File: src/rtl/nv_pipe_skid_x_pkg.sv
// Shared vlibs encoding for the skid pipe stage: occupancy state values and
// small helpers used to derive the registered control outputs from a state.
package nv_pipe_skid_x_pkg;

   typedef logic [1:0] skid_state_t;

   localparam skid_state_t ST_EMPTY = 2'd0;
   localparam skid_state_t ST_ONE   = 2'd1;
   localparam skid_state_t ST_FULL  = 2'd2;

   function automatic logic state_has_main(input skid_state_t st);
      return (st == ST_ONE) || (st == ST_FULL);
   endfunction

   function automatic logic state_has_skid(input skid_state_t st);
      return (st == ST_FULL);
   endfunction

   // The stage can take a word whenever the skid slot is free.
   function automatic logic state_can_accept(input skid_state_t st);
      return (st != ST_FULL);
   endfunction

endpackage

File: src/rtl/nv_pipe_skid_x_reg.sv
// DW-wide load-enable register with asynchronous reset to RESET_PD.
module nv_pipe_reg_x #(
   parameter int             DW       = 32,
   parameter logic [DW-1:0]  RESET_PD = '0
) (
   input  logic          clk,
   input  logic          reset,
   input  logic          en,
   input  logic [DW-1:0] d,
   output logic [DW-1:0] q
);

   always_ff @(posedge clk or posedge reset) begin
      if (reset) begin
         q <= RESET_PD;
      end else if (en) begin
         q <= d;
      end
   end

endmodule

File: src/rtl/nv_pipe_skid_x.sv
// Registered valid/ready pipe stage with a one-entry skid buffer; every
// output (in_rdy, out_vld, out_pd, occ) comes straight from a flop.
module nv_pipe_skid_x
   import nv_pipe_skid_x_pkg::*;
#(
   parameter int             DW       = 32,
   parameter logic [DW-1:0]  RESET_PD = '0
) (
   input  logic          clk,
   input  logic          reset,
   input  logic          in_vld,
   output logic          in_rdy,
   input  logic [DW-1:0] in_pd,
   output logic          out_vld,
   input  logic          out_rdy,
   output logic [DW-1:0] out_pd,
   output logic [1:0]    occ
);

   skid_state_t   st_q;
   skid_state_t   st_n;
   logic          skid_vld;
   logic          in_xfer;
   logic          out_xfer;
   logic          main_en;
   logic          main_from_skid;
   logic          skid_en;
   logic [DW-1:0] main_d;
   logic [DW-1:0] skid_pd;

   assign in_xfer  = in_vld & in_rdy;
   assign out_xfer = out_vld & out_rdy;

   always_comb begin
      st_n           = st_q;
      main_en        = 1'b0;
      main_from_skid = 1'b0;
      skid_en        = 1'b0;
      case (st_q)
         ST_EMPTY: begin
            if (in_xfer) begin
               st_n    = ST_ONE;
               main_en = 1'b1;
            end
         end
         ST_ONE: begin
            if (in_xfer && out_xfer) begin
               main_en = 1'b1;
            end else if (in_xfer) begin
               st_n    = ST_FULL;
               skid_en = 1'b1;
            end else if (out_xfer) begin
               st_n    = ST_EMPTY;
            end
         end
         ST_FULL: begin
            // in_rdy is low here, so only the drain of main can happen.
            if (out_xfer) begin
               st_n           = ST_ONE;
               main_en        = 1'b1;
               main_from_skid = 1'b1;
            end
         end
         default: begin
            st_n = ST_EMPTY;
         end
      endcase
   end

   // Payload is only loaded on a real transfer, so an undriven in_pd while
   // in_vld=0 and a stale skid_pd while skid_vld=0 never reach out_pd.
   assign main_d = main_from_skid ? skid_pd : in_pd;

   always_ff @(posedge clk or posedge reset) begin
      if (reset) begin
         st_q     <= ST_EMPTY;
         out_vld  <= 1'b0;
         skid_vld <= 1'b0;
         in_rdy   <= 1'b1;
      end else begin
         st_q     <= st_n;
         out_vld  <= state_has_main(st_n);
         skid_vld <= state_has_skid(st_n);
         in_rdy   <= state_can_accept(st_n);
      end
   end

   assign occ = st_q;

   nv_pipe_reg_x #(
      .DW       (DW),
      .RESET_PD (RESET_PD)
   ) u_main (
      .clk   (clk),
      .reset (reset),
      .en    (main_en),
      .d     (main_d),
      .q     (out_pd)
   );

   nv_pipe_reg_x #(
      .DW       (DW),
      .RESET_PD (RESET_PD)
   ) u_skid (
      .clk   (clk),
      .reset (reset),
      .en    (skid_en),
      .d     (in_pd),
      .q     (skid_pd)
   );

endmodule
File: config.mk
export PLATFORM = sky130hd
export DESIGN_NAME = nv_pipe_skid_x
export DESIGN_NICKNAME = d
export VERILOG_FILES = /design/src/rtl/nv_pipe_skid_x_pkg.sv /design/src/rtl/nv_pipe_skid_x_reg.sv /design/src/rtl/nv_pipe_skid_x.sv
export SDC_FILE = /design/constraint.sdc
export NUM_CORES = 1
export LEC_CHECK = 0
export CORE_ASPECT_RATIO = 0.7
export CORE_MARGIN = 8
export CORE_UTILIZATION = 45
export DETAILED_ROUTE_END_ITERATION = 10
export GPL_TIMING_DRIVEN = 0
export HOLD_SLACK_MARGIN = 0.06
export PLACE_DENSITY_LB_ADDON = 0.2
export SLEW_MARGIN = 20
export SYNTH_ARGS = -nofsm -noshare
export SYNTH_HDL_FRONTEND = slang
export SYNTH_SLANG_ARGS = --single-unit
File: constraint.sdc
create_clock -name clk -period 4.6 [get_ports clk]
set_input_delay 0.92 -clock clk [delete_from_list [all_inputs] [get_ports clk]]
set_output_delay 0.92 -clock clk [all_outputs]
set_load 0.005 [all_outputs]
==> results.yml <==
global_routing:
  grt_overflow: 0
  grt_max_degree: 58
  grt_pass1_vias: 2080
  grt_pass1_wl_microns: 10400
  antenna_found_initial: 0
  grt_use_total_pct: 13.3
synthesis:
  syn_inst: 193
  synth_seq_cells: 68
  synthArstFlopShare_pct: 100
  yosys-top-cells-area: "dfrtp_1 53%, mux2_2 24%, mux2_4 14%, buf_12 1.9%, buf_6 1.4%"
  ys_types: 21
  synth_edf_count: 0
  avgSynthCellArea_sq_um: 16.4
  seq_area_frac_synth_pct: 53.7
  synth_top_area_cell: "dfrtp_1"
  syn_nets: 230
  syn-cell-area_sq_mm: 0.00317
  yosys.area.top_type_share_pct: 52.8
  ys_warn_count: 0
  ys_dominant_reg_cell: "dfrtp_1"
worst_hold_path:
  min_path_type: "register to register"
  worstHoldEndpoint: "u_main.q[23]"
  min_from: "u_main.q[23]"
  holdPathStages: 1
timing:
  slew_violations: 0
  rsz0062_at_grt: "no"
  slew_headroom_pct: 80.6
  whs_ps: 506
  finalHoldViolCount: 0
  setup_viol: 0
  max_clock_freq_mhz: 387
  final.setup.tns_ps: 0
  finalCritPeriodShare_pct: 56.1
  clock_skew_ps: 6.59
  period_minus_slack_ps: 2580
  tightest_slew_ps: 291
place:
  port_buffers: 71
  post-dp-hpwl_microns: 4430
  place_congestion: 0.724
die:
  core_area_sq_mm: 0.00679
  io_pins: 72
  die_y_microns: 86.3
  rows: 25
  dieArea_sq_mm: 0.0100
  die_x_microns: 116
  start_util_pct: 46.7
clock_tree:
  post_cts_resized: 0
  cts_hold_buf: 0
  cts-buffers-inserted: 9
  post_cts_buffers: 0
  cts_tree: "yes"
  root_buffer: "clkbuf_8"
  clkSinkCount: 68
  cts_max_path_buffers: 2
  cts.clk_slew.worst_paths_ps: 80
  clk_latency_ps: 330
  htreeDepth: 3
route:
  vias: 1803
  first_pass_iters: 4
  antenna_left: 0
  drt-total-wl_microns: 6320
  wl_per_cell_microns: 16.9
  drtIter0Drc: 48
  routed_via_density: 4.81
  drc: 0
outcome:
  status: "finished clean"
finish:
  nNetsFinal: 313
  diodes: 0
  drive_gt1_share_pct: 46.3
  area_growth_pct: 33.4
setup_path:
  critPathRequiredTime_ps: 4870
  crit_chain: "clkdlybuf4s50_1 > a21boi_2 > or3b_1 > buf_6 > buf_12 > a22oi_1 > ha_1 > inv_1"
  cp_data_arrival_time_ps: 2850
  crit_slowest_cell: "clkdlybuf4s50_1"
  path_class: "input port to register"
  critPathMaxStageDelay_ps: 520
  reg2reg_slack_ps: 2640
  crit_path_start_kind: "input port"
  rr_startpoint: "in_rdy"
  r2r-end: "out_vld"
  crit_path_max_fanout: 10
  cp-end-kind: "register"
  r2r_cells: 7
power_and_ir_drop:
  p_clk_share_pct: 18.0
  vdd.ir_drop.worst_v: 0.000294
  p_leak_nw: 1.87
  p_sw_w: 0.000765
  power.internal_w: 0.00199
  power_frac_comb_pct: 42.8
  pwr-share-seq_pct: 39.1
  sw_frac_of_total_pct: 27.8
  power_density_mw_per_mm2: 650
run:
  maxCapViolCount: 0
## kinds of logic after synthesis
logic type	synth area share (%)
compound gates	2.29
fa+ha+maj	0.394
mux	37.5
simple gates	1.77
buf+inv	4.38
flops	53.7
## worst max-delay path: cells and delay by family
kind | cells | cell delay, ps
AND/OR/NAND/NOR | 1 | 380
adder cells (fa/ha/maj) | 1 | 270
buffers and inverters | 4 | 880
AO/OA/AOI/OAI | 2 | 380
## sequential cells by signal, indices dropped and copies added, names as in the netlist
signal    count
in_rdy        1
occ           2
out_vld       1
u_main.q     32
u_skid.q     32
## layout make-up
cell class              instances  area, sq um
inverters                       3         13.8
repair buffers                 72          738
flip-flops and latches         68         1700
fillers                       543         2550
clock inverters                 6         63.8
multi-input cells             111         1330
plain buffers                  11          128
clock buffers                  10          138
well taps                      94          118
## synth_stat cells (all sizes together), types with 2 or more instances
master,count
dfrtp,67
nand2,3
a21boi,2
mux2,96
inv,3
o21a,2
buf,11
## worst max path at each step
stage | to | startpoint | depth (start not counted)
2_1_floorplan | occ[0] | reset | 1
3_3_place_gp | occ[1] | reset | 2
3_5_place_dp | out_vld | out_rdy | 8
4_1_cts | out_vld | out_rdy | 8
5_1_grt | out_vld | out_rdy | 8
6_report | out_vld | out_rdy | 8
## stage by stage
step	area, sq um	instances	setup slack [ps]	power [W]	util (%)
CTS	4230	375	2030	0.00280	62.4
global route	4230	375	1930	0.00293	62.4
floorplan	3170	193	1970	0.00177	-
finish	4230	375	2020	0.00275	62.4
global placement	4000	358	760	0.00224	58.9
detailed placement	4030	359	1690	0.00228	59.4
## cell usage in the layout, fill, tap and decap left out, drive strengths merged
cell           netlist  final
or3b                 1      1
clkdlybuf4s50        0     71
o221ai               1      1
ha                   1      1
o21ai                1      1
o21a                 2      2
nand2                3      3
nand4                1      1
clkinv               0      3
inv                  3      3
nand4b               1      1
clkinvlp             0      2
clkbuf               0     10
a21boi               2      2
mux2                96     96
dfrtp               67     67
buf                 11     12
bufinv               0      1
dfstp                1      1
or2                  1      1
a22oi                1      1
## power by group through the flow
stage	combinational [W]	clock, W	sequential [W]
floorplan	0.000709	0	0.00106
global placement	0.00117	0	0.00108
detailed placement	0.00120	0	0.00108
CTS	0.00120	0.000513	0.00108
global route	0.00126	0.000543	0.00112
finish	0.00118	0.000497	0.00108
## per-layer routing
| metal | global-route usage, % | share of wire (%) |
|---|---|---|
| met1 | 16.5 | 46 |
| met2 | 20.3 | 45 |
| met3 | 6.38 | 7.9 |
| met4 | 3.52 | 0.46 |
| met5 | 0 | 0 |
Power figures use the tool's default switching activity.
